--- config.mk ---
export PLATFORM = sky130hd
export DESIGN_NAME = bcd_seg_scanner_flat
export DESIGN_NICKNAME = d
export VERILOG_FILES = /design/src/rtl/bcd_pkg.sv /design/src/rtl/bcd_seg_scanner_if.sv /design/src/rtl/bcd_to_seg.sv /design/src/rtl/bcd_seg_scanner.sv /design/src/flat_wrapper.sv
export SDC_FILE = /design/constraint.sdc
export NUM_CORES = 1
export LEC_CHECK = 0
export BUFFER_PORTS_ARGS = -buffer_cell sky130_fd_sc_hd__buf_2
export CORE_MARGIN = 10
export CORE_UTILIZATION = 42
export DETAILED_ROUTE_END_ITERATION = 12
export GPL_TIMING_DRIVEN = 1
export SLEW_MARGIN = 30
export SYNTH_ARGS = -nofsm -noshare
export SYNTH_HDL_FRONTEND = slang
export SYNTH_SLANG_ARGS = --single-unit
--- constraint.sdc ---
create_clock -name clk -period 4.49 [get_ports clk]
set_input_delay 0.2245 -clock clk [delete_from_list [all_inputs] [get_ports clk]]
set_output_delay 0.2245 -clock clk [all_outputs]
set_load 0.02 [all_outputs]
--- src/rtl/bcd_pkg.sv ---
// bcd_pkg: shared constants, types and the BCD-to-7-segment decode function
// for the bcd_seg_scanner display path.
//   BCD_W      : width of one BCD digit
//   seg_t      : 7-bit segment vector {g,f,e,d,c,b,a}, active-high
//   SEG_*      : segment patterns for 0..9 and the dash used for invalid codes
//   seg_decode : nibble -> seg_t; codes 10..15 map to SEG_DASH
package bcd_pkg;

    localparam int BCD_W = 4;

    typedef logic [6:0] seg_t;

    localparam seg_t SEG_0    = 7'h3F;
    localparam seg_t SEG_1    = 7'h06;
    localparam seg_t SEG_2    = 7'h5B;
    localparam seg_t SEG_3    = 7'h4F;
    localparam seg_t SEG_4    = 7'h66;
    localparam seg_t SEG_5    = 7'h6D;
    localparam seg_t SEG_6    = 7'h7D;
    localparam seg_t SEG_7    = 7'h07;
    localparam seg_t SEG_8    = 7'h7F;
    localparam seg_t SEG_9    = 7'h6F;
    localparam seg_t SEG_DASH = 7'h40;

    function automatic seg_t seg_decode(input logic [BCD_W-1:0] digit);
        seg_t seg;
        case (digit)
            4'd0:    seg = SEG_0;
            4'd1:    seg = SEG_1;
            4'd2:    seg = SEG_2;
            4'd3:    seg = SEG_3;
            4'd4:    seg = SEG_4;
            4'd5:    seg = SEG_5;
            4'd6:    seg = SEG_6;
            4'd7:    seg = SEG_7;
            4'd8:    seg = SEG_8;
            4'd9:    seg = SEG_9;
            default: seg = SEG_DASH;
        endcase
        return seg;
    endfunction

endpackage

--- src/rtl/bcd_seg_scanner_if.sv ---
// bcd_seg_scanner_if: bundles the digit input and display outputs of the
// scanner.
//   digits_in   : packed BCD digits, nibble [3:0] is digit 0
//   seg_out     : registered segments {g,f,e,d,c,b,a}, active-high
//   an_out      : registered one-hot digit enable, bit i = digit i
//   frame_start : one-cycle pulse when a new snapshot is captured
//   err_out     : sticky invalid-BCD flag
// Modports: master (digit source / display observer), slave (the scanner).
interface bcd_seg_scanner_if
    import bcd_pkg::*;
#(
    parameter int N_DIGITS = 4
);

    logic [BCD_W*N_DIGITS-1:0] digits_in;
    seg_t                      seg_out;
    logic [N_DIGITS-1:0]       an_out;
    logic                      frame_start;
    logic                      err_out;

    modport master (
        output digits_in,
        input  seg_out,
        input  an_out,
        input  frame_start,
        input  err_out
    );

    modport slave (
        input  digits_in,
        output seg_out,
        output an_out,
        output frame_start,
        output err_out
    );

endinterface

--- src/rtl/bcd_to_seg.sv ---
// bcd_to_seg: purely combinational BCD nibble to 7-segment decoder.
//   digit : 4-bit BCD code
//   seg   : segments {g,f,e,d,c,b,a}; invalid codes give a dash
module bcd_to_seg
    import bcd_pkg::*;
(
    input  logic [BCD_W-1:0] digit,
    output seg_t             seg
);

    assign seg = seg_decode(digit);

endmodule

--- src/rtl/bcd_seg_scanner.sv ---
// bcd_seg_scanner: time-multiplexed 7-segment driver for N packed BCD digits.
// All digits are snapshotted once per frame so a digit never changes while a
// frame is being scanned; each digit is shown for PRESCALE cycles.
//   clk      : system clock, rising edge
//   rst_asyn : asynchronous active-high reset
//   bus      : bcd_seg_scanner_if.slave (digits_in, seg_out, an_out,
//              frame_start, err_out)
// Optional build macro BCD_SEG_LZB_EN enables leading-zero blanking: digit i>0
// is blanked while it and every more-significant snapshot digit are zero.
module bcd_seg_scanner
    import bcd_pkg::*;
#(
    parameter int N_DIGITS = 4,
    parameter int PRESCALE = 4
) (
    input logic               clk,
    input logic               rst_asyn,
    bcd_seg_scanner_if.slave  bus
);

    localparam int PW = $clog2(PRESCALE);
    localparam int DW = (N_DIGITS > 1) ? $clog2(N_DIGITS) : 1;

    logic [PW-1:0]             pres_cnt_q, pres_cnt_d;
    logic [DW-1:0]             dig_idx_q, dig_idx_d;
    logic [BCD_W*N_DIGITS-1:0] snapshot_q, snapshot_d;
    logic                      loaded_q, loaded_d;
    seg_t                      seg_q, seg_d;
    logic [N_DIGITS-1:0]       an_q, an_d;
    logic                      frame_q, frame_d;
    logic                      err_q, err_d;

    logic                      tick;
    logic                      last_dig;
    logic                      in_invalid;
    logic [BCD_W-1:0]          cur_digit;
    seg_t                      cur_seg;
    logic [N_DIGITS-1:0]       an_sel;
    logic                      cur_blank;

    assign tick      = (pres_cnt_q == PW'(PRESCALE - 1));
    assign last_dig  = (dig_idx_q == DW'(N_DIGITS - 1));
    assign cur_digit = snapshot_q[BCD_W*int'(dig_idx_q) +: BCD_W];

    // Any nibble of the incoming word above 9 marks the capture as invalid.
    always_comb begin
        in_invalid = 1'b0;
        for (int i = 0; i < N_DIGITS; i++) begin
            if (bus.digits_in[BCD_W*i +: BCD_W] > 4'd9) begin
                in_invalid = 1'b1;
            end
        end
    end

    always_comb begin
        an_sel            = '0;
        an_sel[dig_idx_q] = 1'b1;
    end

`ifdef BCD_SEG_LZB_EN
    logic [N_DIGITS-1:0] blank;

    // Walk from the most-significant digit down; blanking stops at the first
    // non-zero digit. Digit 0 is never blanked.
    always_comb begin
        logic zero_run;
        blank    = '0;
        zero_run = 1'b1;
        for (int i = N_DIGITS - 1; i >= 1; i--) begin
            zero_run = zero_run & (snapshot_q[BCD_W*i +: BCD_W] == '0);
            blank[i] = zero_run;
        end
    end

    assign cur_blank = blank[dig_idx_q];
`else
    assign cur_blank = 1'b0;
`endif

    bcd_to_seg u_bcd_to_seg (
        .digit (cur_digit),
        .seg   (cur_seg)
    );

    always_comb begin
        pres_cnt_d = pres_cnt_q;
        dig_idx_d  = dig_idx_q;
        snapshot_d = snapshot_q;
        loaded_d   = 1'b1;
        seg_d      = seg_q;
        an_d       = an_q;
        frame_d    = 1'b0;
        err_d      = err_q;

        if (!loaded_q) begin
            // First edge after reset: capture only, display stays dark.
            snapshot_d = bus.digits_in;
            err_d      = err_q | in_invalid;
        end else begin
            pres_cnt_d = tick ? '0 : pres_cnt_q + 1'b1;
            if (tick) begin
                dig_idx_d = last_dig ? '0 : dig_idx_q + 1'b1;
            end
            if (tick && last_dig) begin
                snapshot_d = bus.digits_in;
                frame_d    = 1'b1;
                err_d      = err_q | in_invalid;
            end
            // Outputs register the current slot, giving a one-cycle lag.
            an_d  = cur_blank ? '0 : an_sel;
            seg_d = cur_blank ? '0 : cur_seg;
        end
    end

    always_ff @(posedge clk or posedge rst_asyn) begin
        if (rst_asyn) begin
            pres_cnt_q <= '0;
            dig_idx_q  <= '0;
            snapshot_q <= '0;
            loaded_q   <= 1'b0;
            seg_q      <= '0;
            an_q       <= '0;
            frame_q    <= 1'b0;
            err_q      <= 1'b0;
        end else begin
            pres_cnt_q <= pres_cnt_d;
            dig_idx_q  <= dig_idx_d;
            snapshot_q <= snapshot_d;
            loaded_q   <= loaded_d;
            seg_q      <= seg_d;
            an_q       <= an_d;
            frame_q    <= frame_d;
            err_q      <= err_d;
        end
    end

    assign bus.seg_out     = seg_q;
    assign bus.an_out      = an_q;
    assign bus.frame_start = frame_q;
    assign bus.err_out     = err_q;

endmodule
--- src/flat_wrapper.sv ---
// flat-port wrapper written by rule: the top's interface ports become plain ports
module bcd_seg_scanner_flat import bcd_pkg::*;
#(
    parameter int N_DIGITS = 4,
    parameter int PRESCALE = 4
)
  (clk, rst_asyn, bus_digits_in, bus_seg_out, bus_an_out, bus_frame_start, bus_err_out);
  bcd_seg_scanner_if #(.N_DIGITS(N_DIGITS)) bus_i ();
  input logic clk;
  input logic rst_asyn;
  input wire logic [$bits(bus_i.digits_in)-1:0] bus_digits_in;
  output wire logic [$bits(bus_i.seg_out)-1:0] bus_seg_out;
  output wire logic [$bits(bus_i.an_out)-1:0] bus_an_out;
  output wire logic [$bits(bus_i.frame_start)-1:0] bus_frame_start;
  output wire logic [$bits(bus_i.err_out)-1:0] bus_err_out;
  assign bus_i.digits_in = bus_digits_in;
  assign bus_seg_out = bus_i.seg_out;
  assign bus_an_out = bus_i.an_out;
  assign bus_frame_start = bus_i.frame_start;
  assign bus_err_out = bus_i.err_out;
  bcd_seg_scanner #(.N_DIGITS(N_DIGITS), .PRESCALE(PRESCALE)) u_core (.clk(clk), .rst_asyn(rst_asyn), .bus(bus_i));
endmodule
Word-level counts from Yosys, hierarchy flattened
Memories as Yosys holds them, arrays and structs flattened. A register that Yosys moved wholly into a read port is not among the register bits.
Cells that the tools add are included.
{"block": "classes", "n_addsub": 2, "magnitude_cmp": 6, "n_eq_ne": 3, "shift": 1, "n_mux": 14, "bitwise_logic": 1, "n_reduce_logical": 3}
{"cell": "$mux W16", "count": 2}
{"cell": "$gt A4 B4 Y1 const B", "count": 4}
{"cell": "$shiftx A16 B5 Y4", "count": 1}
{"cell": "$mux W1", "count": 9}
{"cell": "$add A2 B1 Y2 const B", "count": 2}
{"cell": "$eq A2 B2 Y1 const B", "count": 2}
{"cell": "$mux W2", "count": 2}
{"cell": "$lt A2 B3 Y1 const B", "count": 1}
{"cell": "$demux W1 S2", "count": 1}
{"cell": "$ge A2 B1 Y1 const B", "count": 1}
{"cell": "$logic_and A1 B1 Y1", "count": 2}
{"cell": "$ne A2 B2 Y1 const B", "count": 1}
{"cell": "$reduce_and A2 Y1", "count": 1}
{"cell": "$or A1 B1 Y1", "count": 1}
{"block": "totals", "reg_bits": 27, "mem_bits_ro": 112, "input_bits": 18, "out_inout_bits": 13, "elab_cells": 38, "mem_count": 1}
{"name": "(no name shown)", "words": 16, "width": 7, "read_ports": 1, "rd_clocked_by_memory_dff": 1, "write_ports": 0, "line": "bcd_pkg.sv:27", "source": "case (digit)"}

Depth between registers and ports, before layout
Gate-level depths: netlist of run 1.
{"block": "depth", "depth_word": 8, "depth_mapped": 7, "depth_no_buf": 6}

Cells and area by module
A second synthesis of run 1 with hierarchy kept.
{"block": "unflattened", "hier_cells": 122, "hier_area_um2": 1736.7}
{"module": "bcd_seg_scanner", "instances": 1, "cells_per_inst": 93, "area_per_inst_um2": 1511.4}
{"module": "bcd_to_seg", "instances": 1, "cells_per_inst": 29, "area_per_inst_um2": 225.2}

Worst setup path after synthesis of run 1
Ideal clock, no wire load.
{"block": "synth_timing", "path_kind": "reg-to-reg", "from": "register u_core.dig_idx_q[1]", "to": "register u_core.snapshot_q[0]", "setup_time_ps": 125, "arrival_ps": 1715, "path_slack_ps": 2650, "path_stages_with_launch": 5, "n_path_buf": 1, "synth_period_minus_slack_ps": 1840, "cell_sequence": "dfrtp_1 -> ha_1 -> a21boi_1 -> buf_2 -> mux2_2"}
{"block": "synth_via", "elab_chain_cells": 3}
{"item": "start, declared", "line": "bcd_seg_scanner.sv:25", "source": "logic [DW-1:0] dig_idx_q, dig_idx_d;"}
{"item": "start signal, assigned", "line": "bcd_seg_scanner.sv:127", "source": "dig_idx_q <= dig_idx_d;"}
{"item": "$eq A2 B2 Y1", "line": "bcd_seg_scanner.sv:42", "source": "assign last_dig = (dig_idx_q == DW'(N_DIGITS - 1));"}
{"item": "$logic_and A1 B1 Y1", "line": "bcd_seg_scanner.sv:104", "source": "if (tick && last_dig) begin"}
{"item": "$ne A2 B2 Y1 (no line)"}
{"item": "end signal, assigned", "line": "bcd_seg_scanner.sv:128", "source": "snapshot_q <= snapshot_d;"}
{"item": "end, declared", "line": "bcd_seg_scanner.sv:26", "source": "logic [BCD_W*N_DIGITS-1:0] snapshot_q, snapshot_d;"}
No other way between the ends.
A chain may end at the register's enable or synchronous reset.

Final worst setup path of run 1
{"block": "layout_timing", "from": "register u_core.dig_idx_q[0]", "to": "register u_core.seg_q[3] (netlist: u_core.bus.seg_out[3])"}
{"block": "layout_via", "elab_chain_cells": 1}
{"item": "$shiftx A16 B5 Y4", "line": "bcd_seg_scanner.sv:43", "source": "assign cur_digit = snapshot_q[BCD_W*int'(dig_idx_q) +: BCD_W];"}
{"item": "end, declared", "line": "bcd_seg_scanner.sv:28", "source": "seg_t seg_q, seg_d;"}
No other way between the ends.

==> impl_results.md, run 1 <==
* Post-DP HPWL at 2280 um
* Fmax at 491 MHz
* Vias in the first global route at 1059
* Largest net degree at the start of global routing at 35
* Worst ir drop on vdd at 0.248 mV
* Drt drc at 0
* Final hold violations at 0
* Synth warnings at 0
* Site Rows at 22
* Period minus WS final at 2.04 ns
* Via density at 5.05
* Post-CTS setup buffer count at 0
* Diode count at 0
* Post-synth EDFFs at 0
* Run status: completed
* Total CTS buffers at 5
* Hold bufs inserted after CTS at 0
* Root buffer cell: clkbuf_8
* Crit Path Max Fanout at 9
* CTS clk-pin slew, worst paths at roughly 0.060 ns
* CTS max path bufs at 2
* Mapped Cells at roughly 120
* R2R Path Start: u_core.dig_idx_q[0]
* Die span in x at 82.7 um
* Synth Register Bits at 34
* Total track usage at 9.58%
* Syn_area_per_cell at 13.6 um2
* Critical Path Source Type: register
* Dominant synthesized flop cell: dfrtp_1
* Syn Nets at 150
* Final design utilization at 51.4%
* Routed vias at approximately 1000
* Max Clock Skew at approximately 0.0028 ns
* # fillers at 359
* Total number of H-tree levels at 2
* PostCTS Resize Cnt at 0
* Area Overhead vs Synth at 16.4%
* Final setup fails at 0
* Port Buffer Count at 30
* RSZ-0062 raised after global routing: no
* Setup WS post-layout at roughly 2.5 ns
* Hold Crit Class: input pin to asynchronous set/reset pin
* Nets at roughly 180
* Congestion Overflow GR at 0
* DRT Pass-1 Iters at 4
* First-pass GRT wire length at 5060 um
* Crit-path cells: mux4_1 > inv_1 > ha_1 > mux2i_1 > o221ai_1
* Met1 Use GR at 12.1%
* Synth Cell Area at 1650 um2
* GR Util met2 at 13.8%
* CTS tree: built
* Place WS at between 2 and 2.5 ns
* P_leak at between 0.9 and 1 nW
* Setup CP Type: register to register
* Initial DRC Count at 70
* Final max-slew violation count at 0
* Routed Wire Length at 2960 um
* Grt met3 use at 4.43%
* Slowest stage delay, CP at 0.66 ns
* CP arrival at 2.17 ns
* Total core area at 3740 um2
* Worst Max-Slew Pin Slew at 0.557 ns
* GRT Max-Usage Layer: met2
* Detailed-route wire length per cell at 14.7 um
* Share of the yosys chip area belonging to registers at 51.5%
* Starting Density at between 40 and 50%
* Final setup TNS at 0 ns
* Layout cell share with drive strength beyond 1 at between 40% and 50%
* Die height at slightly above 80 um
* Critical Path RT at around 4.6 ns
* Relative slew slack at ~63%
* Gp weighted congestion at 0.818
* Num ports at 31
* Period utilization at roughly 45%
* Synth cell types at 28
* Initial antenna violation count at 0
* Critical path capture point type: register
* Ys async rst share at 100%
* R2R depth at 5
* Die Area at 6840 um2
* Worst-Skew Late Latency at 0.28 ns
* PwrDens at 591 nW/um2
* CTS Sinks at 34
* Critical Path Source: u_core.dig_idx_q[0]
* # Max-Cap Violations at 0
* Crit path max-delay cell type: mux4_1
* Final antenna-violating net count at 0
[cell families after synthesis]
logic type,Yosys count,synth area share (%)
muxes,30,23.5
and+or+nand+nor,11,4.24
buffers and inverters,17,4.92
other,1,0.227
AOI/OAI and AO/OA,17,7.27
adders and majority gates,11,8.33
DFF,34,51.5
[metrics by stage]
| stage | area (um2) | hold WS (ns) | power, W | cells |
|---|---|---|---|---|
| after floorplan | 1650 | 0.366 | 0.000825 | 121 |
| after global placement | 1840 | 0.334 | 0.000923 | 196 |
| after detailed placement | 1840 | 0.337 | 0.000937 | 196 |
| after CTS | 1920 | 0.0354 | 0.00116 | 202 |
| after global routing | 1920 | 0.0855 | 0.00123 | 202 |
| final | 1920 | 0.0278 | 0.00114 | 202 |
[report_power, final]
group          switching (W)  internal, W
logic               0.000238     0.000223
registers          0.0000656     0.000395
clock network      0.0000960     0.000118
total               0.000400     0.000736
[cell usage in the layout, fill, tap and decap left out, types with 2 or more instances in the layout]
cell type / n
a21o_1: 2
buf_2: 30
buf_4: 2
clkbuf_8: 6
dfrtp_1: 34
ha_1: 11
inv_1: 12
mux2_2: 24
mux2i_1: 2
mux4_1: 2
mux4_2: 2
nand2b_1: 3
nor3_1: 2
o21ai_0: 5
o221ai_1: 4
[cell usage after synthesis (2+ instances only)]
cell      instances  area, um2
ha_1             11        138
nand2b_1          3       18.8
buf_2             2       10.0
mux2_2           24        270
buf_6             2       22.5
a21o_1            2       15.0
o221ai_1          4       35.0
mux4_1            2       52.6
nor3_1            2       10.0
mux2i_1           2       20.0
inv_1            12       45.0
o21ai_0           5       25.0
mux4_2            2       45.0
dfrtp_1          34        851
[sequential cells by signal, summed over array words and instances, names as in the netlist]
signal,cells
u_core.pres_cnt_q,2
u_core.bus.an_out,4
u_core.bus.frame_start,1
u_core.snapshot_q,16
u_core.bus.err_out,1
u_core.bus.seg_out,7
u_core.loaded_q,1
u_core.dig_idx_q,2
[metal layers]
layer  wire [um]  vias up
met5           0        -
met3         253        2
met4          13        0
li1            -      494
met2        1300       34
met1        1390      491
[worst max-delay path, delay by kind of cell, from the launching register on]
family / cells / cell delay (ns)
AOI/OAI and AO/OA: 1 / 0.11
adders and majority gates: 1 / 0.26
buffers and inverters: 1 / 0.16
DFF: 1 / 0.56
muxes: 2 / 0.82
[area by class of cell]
type / instances / area, um2 / area share (%)
Multi-Input combinational cell: 70 / 719 / 37.4
Inverter: 12 / 45.0 / 2.34
Sequential cell: 34 / 851 / 44.2
Clock buffer: 6 / 82.6 / 4.29
Timing Repair Buffer: 32 / 165 / 8.59
Tap cell: 48 / 60.1 / 3.12
[worst paths after layout]
| kind | to | slack, ns |
|---|---|---|
| max | u_core.bus.seg_out[3] | 2.45 |
| min | u_core.loaded_q | 0.03 |
| max in group asynchronous | u_core.snapshot_q[3] | 4.16 |
| max reg2reg | u_core.bus.seg_out[3] | 2.45 |
| min reg2reg | u_core.bus.err_out | 0.46 |
| min in group clk | u_core.snapshot_q[12] | 0.18 |
(Power assumes the default switching activity.)
==> run 2, diff against run 1 <==
==> constraint.sdc (replaced) <==
create_clock -name clk -period 1.9 [get_ports clk]
set_input_delay 0.095 -clock clk [delete_from_list [all_inputs] [get_ports clk]]
set_output_delay 0.095 -clock clk [all_outputs]
set_load 0.02 [all_outputs]
==> run 2 against run 1 <==
Combinational power increased to 2.6 times the previous value. Non-clock buffer count increased by 6. First-iteration DRC count decreased by 57%. Wire length increased by 5.8%. Critical path depth increased by 1. Cell count increased by 3.0%. Fmax increased by 16%. Clock-buffer cell count unchanged. Utilization increased by 1.5 points. Power increased by 150%. Worst setup slack got worse by 2.3 ns. Critical endpoint is now u_core.bus.err_out.
==> impl_results.md, run 2 (synthesis gave the netlist of run 1 again) <==
* Run status: completed
* # Max-Cap Violations at 0 (unchanged)
* Largest net degree at the start of global routing at 35 (unchanged)
* Total core area at 3740 um2 (unchanged)
* Final hold violations at 0 (unchanged)
* Hold path startpoint: bus_digits_in[8]
* Hold Path Cell Cnt at 2
* Most flop-heavy register: u_core.snapshot_q
* Final setup TNS at 0 ns (unchanged)
* Most frequent cells in the layout: dfrtp_1 (33), buf_2 (30), mux2_2 (24), inv_1 (12), ha_1 (11)
* Via density at 4.87 (-3.6%)
* PwrDens at 1410 nW/um2 (+140%)
* Post-DP HPWL at 2390 um (+4.9%)
* Routed vias at 1013 (-0.78%)
* Die span in x at 82.7 um (unchanged)
* Detailed-route wire length per cell at 15.1 um (+2.7%)
* Crit Path Max Fanout at 17 (+8)
* Initial antenna violation count at 0 (unchanged)
* Routed Wire Length at 3140 um (+5.8%)
* Critical path capture point type: register
* CP arrival at 1.92 ns (-0.25 ns)
* Port Buffer Count at 30 (unchanged)
* P_leak at 0.960 nW (+3.0%)
* PnR Total Power at 0.00279 W (+150%)
* Site Rows at 22 (unchanged)
* Initial DRC Count at 30 (-57%)
* Max Clock Skew at 0.00536 ns (+0.00259 ns)
* Area Overhead vs Synth at 19.9%
* Worst ir drop on vdd at 0.557 mV (+120%)
* Final antenna-violating net count at 0 (unchanged)
* CTS clk-pin slew, worst paths at 0.07 ns (about the same)
* RSZ-0062 raised after global routing: no
* Die Area at 6840 um2 (unchanged)
* Total track usage at 10.6% (+0.98 points)
* Max reg flops at 16 (unchanged)
* Commonest non-fill, non-tap cell in the layout: dfrtp_1
* Congestion Overflow GR at 0 (unchanged)
* Diode count at 0 (unchanged)
* Final setup fails at 0 (unchanged)
* Gp weighted congestion at 0.840 (+2.7%)
* DRT Pass-1 Iters at 2 (-2)
* Final max-slew violation count at 0 (unchanged)
* Vias in the first global route at 1218 (+15%)
* First-pass GRT wire length at 5550 um (+9.5%)
* Starting Density at 44.1% (unchanged)
* Fmax at 569 MHz (+16%)
* Hold Crit Class: input pin to register
* Total CTS buffers at 5 (unchanged)
* Root buffer cell: clkbuf_8
* Nets at 190 (+3.3%)
* Post-CTS setup buffer count at 0 (unchanged)
* Die height at 82.7 um (unchanged)
* CTS Sinks at 34 (unchanged)
* R2R Path Start: u_core.dig_idx_q[0]
* Period utilization at 92.4% (+47 points)
* CTS tree: built
* Setup CP Type: register to register
* R2R depth at 6 (+1)
* Critical Path RT at 2.06 ns (-2.56 ns)
* Critical Path Source Type: register
* Period minus WS final at 1.76 ns (-0.282 ns)
* Drt drc at 0 (unchanged)
* CTS max path bufs at 2 (unchanged)
* Num ports at 31 (unchanged)
* Worst-Skew Late Latency at 0.28 ns (about the same)
* Total number of H-tree levels at 2 (unchanged)
* Critical Path Source: u_core.dig_idx_q[0]
* Layout cell share with drive strength beyond 1 at 45.6% (+2.8 points)
-- run 2: changes by cell type in the layout (fill, tap and decap cells not counted), sizes merged --
cell	before	now
dlygate4sd3	0	1
buf	32	37
-- run 2: final cells by class --
cell class / count / area (um2)
clock buffer: 6 / 82.6
inverter: 12 / 45.0
tap: 48 / 60.1
timing repair buffer: 38 / 225
sequential: 34 / 852
multi-input combinational: 70 / 716
fill: 347 / 1760
-- run 2: worst paths after layout --
path                       slack, ns              endpoint
min in group asynchronous       0.44       u_core.loaded_q
hold reg to reg                 0.46    u_core.bus.err_out
setup reg to reg                0.14    u_core.bus.err_out
max in group asynchronous       1.14   u_core.dig_idx_q[0]
setup / recovery                0.14    u_core.bus.err_out
hold / removal                  0.05  u_core.snapshot_q[8]
-- run 2: timing repair --
item                                    in CTS  in global routing
resized for setup                            0                  2
hold buffers                                 1                  0
endpoints found under the setup margin       0                  6
endpoints found under the hold margin       34                  0
-- run 2: worst max-delay path: stages, from the launching register on --
cell      delay [ns]
dfrtp_2         0.46
buf_4           0.17
ha_1            0.24
a21boi_1        0.23
buf_12          0.19
a41oi_1         0.06
or2_2           0.29
-- run 2: power breakdown --
part | total [W] | switching [W] | internal [W]
combinational | 0.00120 | 0.000601 | 0.000599
clock | 0.000517 | 0.000238 | 0.000279
sequential | 0.00108 | 0.000143 | 0.000935
total | 0.00279 | 0.000981 | 0.00181
-- run 2: stage by stage --
step | cell area [um2] | worst slack (ns) | hold WS (ns) | instances | util [%]
CTS | 1980 | 0.0229 | 0.0381 | 208 | 53.0
global placement | 1890 | 0.0654 | 0.207 | 201 | 50.5
floorplan | 1650 | 0.0604 | 0.237 | 121 | -
detailed placement | 1890 | 0.0386 | 0.211 | 201 | 50.5
finish | 1980 | 0.144 | 0.0474 | 208 | 52.9
global route | 1980 | 0.0531 | 0.0393 | 208 | 52.9
-- run 2: layer usage --
metal / share of wire, % / track usage, % / vias up
met5: 0 / 0 / -
met4: 1.6 / 4.35 / 0
met3: 8.4 / 5.29 / 6
met2: 45 / 16.7 / 27
met1: 45 / 11.8 / 480
li1: - / - / 500
==> run 3, diff against run 2 <==
--- a/config.mk
+++ b/config.mk
@@ -6,6 +6,7 @@
 export NUM_CORES = 1
 export LEC_CHECK = 0
 export BUFFER_PORTS_ARGS = -buffer_cell sky130_fd_sc_hd__buf_2
+export CORE_ASPECT_RATIO = 1.4
 export CORE_MARGIN = 10
 export CORE_UTILIZATION = 42
 export DETAILED_ROUTE_END_ITERATION = 12
==> constraint.sdc (replaced) <==
create_clock -name clk -period 1.7 [get_ports clk]
set_input_delay 0.085 -clock clk [delete_from_list [all_inputs] [get_ports clk]]
set_output_delay 0.085 -clock clk [all_outputs]
set_load 0.02 [all_outputs]
==> run 3 against run 2 <==
The flow now finishes with violations (setup timing). Hold slack got worse by 0.017 ns. Die area increased by 0.52%. Wire length increased by 8.8%. Critical path depth unchanged. Sequential power increased by 11%. Global-route usage increased by 0.26 points. Clock-buffer cell count increased by 1. Largest power group unchanged.
==> impl_results.md, run 3 (synthesis gave the netlist of run 1 again) <==
* Setup CP Type: register to register
* Via density at 5.20 (+6.7%)
* Final hold violations at 0 (unchanged)
* Fin cells at 212 (+1.9%)
* Initial DRC Count at 35 (+17%)
* Post-DP HPWL at 2580 um (+7.7%)
* Commonest non-fill, non-tap cell in the layout: dfrtp_1
* Port Buffer Count at 30 (unchanged)
* Run status: finished with violations
* Gp weighted congestion at 0.746 (-11%)
* R2R Setup Slk at -0.05 ns (-0.19 ns)
* Most frequent cells in the layout: dfrtp_1 (33), buf_2 (30), mux2_2 (24), buf_4 (12), inv_1 (10)
* Crit Path Max Fanout at 5 (-12)
* PnR Total Power at 0.00338 W (+21%)
* DRT Pass-1 Iters at 3 (+1)
* Die span in x at 73 um (-12%)
* Critical Path RT at 1.90 ns (-0.16 ns)
* Setup WS post-layout at -0.0469 ns (-0.191 ns)
* Die height at 94.2 um (+14%)
* Initial antenna violation count at 0 (unchanged)
* Placed insts at 201 (unchanged)
* Total number of H-tree levels at 2 (unchanged)
* Site Rows at 26 (+18%)
* Final setup fails at 18 (+18)
* Routed Wire Length at 3410 um (+8.8%)
* Routed vias at 1102 (+8.8%)
* PwrDens at 1600 nW/um2 (+13%)
* CTS Sinks at 34 (unchanged)
* Nets at 198 (+4.2%)
* Vias in the first global route at 1262 (+3.6%)
* P_leak at 1.02 nW (+6.6%)
* Worst-Skew Late Latency at 0.29 ns (about the same)
* Layout cell share with drive strength beyond 1 at 52.9% (+7.3 points)
* Total track usage at 10.8% (+0.26 points)
* CP arrival at 1.94 ns (+0.02 ns)
* WHS at 0.0299 ns (-0.0174 ns)
* Place WS at -0.101 ns (-0.140 ns)
* Detailed-route wire length per cell at 16.1 um (+6.8%)
* Failing checks: setup timing
* Max reg flops at 16 (unchanged)
* RSZ-0062 raised after global routing: yes
* Final max-slew violation count at 0 (unchanged)
* CTS tree: built
* Die Area at 6880 um2 (+0.52%)
* Starting Density at 44.5% (+0.42 points)
* Fmax at 572 MHz (+0.53%)
* Critical path capture point type: register
* Total CTS buffers at 5 (unchanged)
* Area Overhead vs Synth at 27.8%
* Hold Crit Class: input pin to register
* Drt drc at 0 (unchanged)
* Largest net degree at the start of global routing at 35 (unchanged)
* CTS max path bufs at 2 (unchanged)
* # Max-Cap Violations at 0 (unchanged)
* Worst ir drop on vdd at 0.994 mV (+78%)
* Total core area at 3710 um2 (-0.94%)
* Root buffer cell: clkbuf_8
* Final antenna-violating net count at 0 (unchanged)
* Congestion Overflow GR at 0 (unchanged)
* Post-CTS setup buffer count at 0 (unchanged)
* Period utilization at 103% (+10 points)
* Final setup TNS at -0.472 ns (-0.472 ns)
* Max Clock Skew at 0.00342 ns (-0.00194 ns)
* Diode count at 0 (unchanged)
* Num ports at 31 (unchanged)
* Period minus WS final at 1.75 ns (-0.00919 ns)
* First-pass GRT wire length at 5870 um (+5.8%)
* Most flop-heavy register: u_core.snapshot_q
* CTS clk-pin slew, worst paths at 0.06 ns (about the same)
* Critical Path Source Type: register
## run 3: power by group
part	internal (W)	leakage, nW	total, W	switching [W]
clock network	0.000326	0.0482	0.000607	0.000280
registers	0.00105	0.403	0.00120	0.000158
logic	0.000821	0.573	0.00157	0.000747
## run 3: final timing paths
| kind | start | to | cells past startpoint |
|---|---|---|---|
| max in group asynchronous | rst_asyn | u_core.dig_idx_q[0] | 4 |
| min in group asynchronous | rst_asyn | u_core.bus.frame_start | 4 |
| worst min-delay path | bus_digits_in[4] | u_core.snapshot_q[4] | 2 |
| worst min register to register | u_core.bus.err_out | u_core.bus.err_out | 1 |
| worst max-delay path | u_core.dig_idx_q[0] | u_core.bus.seg_out[5] | 6 |
| worst max register to register | u_core.dig_idx_q[0] | u_core.bus.seg_out[5] | 6 |
## run 3: layout make-up
class	count	area [um2]
clock inverter	1	5.00
inverter	12	45.0
multi-input combinational	70	749
sequential	34	852
clock buffer	7	86.3
tap	42	52.6
fill	342	1600
timing repair buffer	46	320
## run 3: layer usage
metal	GRT usage, %	wire [um]	up-vias
met5	0	0	-
met1	10.8	1270	548
li1	-	-	521
met3	4.76	189	5
met2	18.2	1890	28
met4	5.71	61	0
## run 3: timing repair
| item | 4_1_cts | 5_1_grt |
|---|---|---|
| hold buffers | 1 | 0 |
| resized for setup | 2 | 6 |
| gates cloned | 0 | 2 |
| pin swaps | 1 | 2 |
| setup endpoints to repair | 13 | 24 |
| endpoints found under the hold margin | 34 | 0 |
## run 3: per-stage QoR
stage	utilization [%]	instance area, um2
final	56.9	2110
after global routing	56.9	2110
after CTS	55.0	2040
after detailed placement	52.0	1930
after global placement	52.0	1930
after floorplan	-	1650
## run 3: worst max-delay path: stages (launching register included)
cell	delay, ns
dfrtp_2	0.43
mux4_2	0.57
inv_2	0.11
buf_4	0.13
ha_1	0.19
mux2i_1	0.08
o221ai_1	0.15
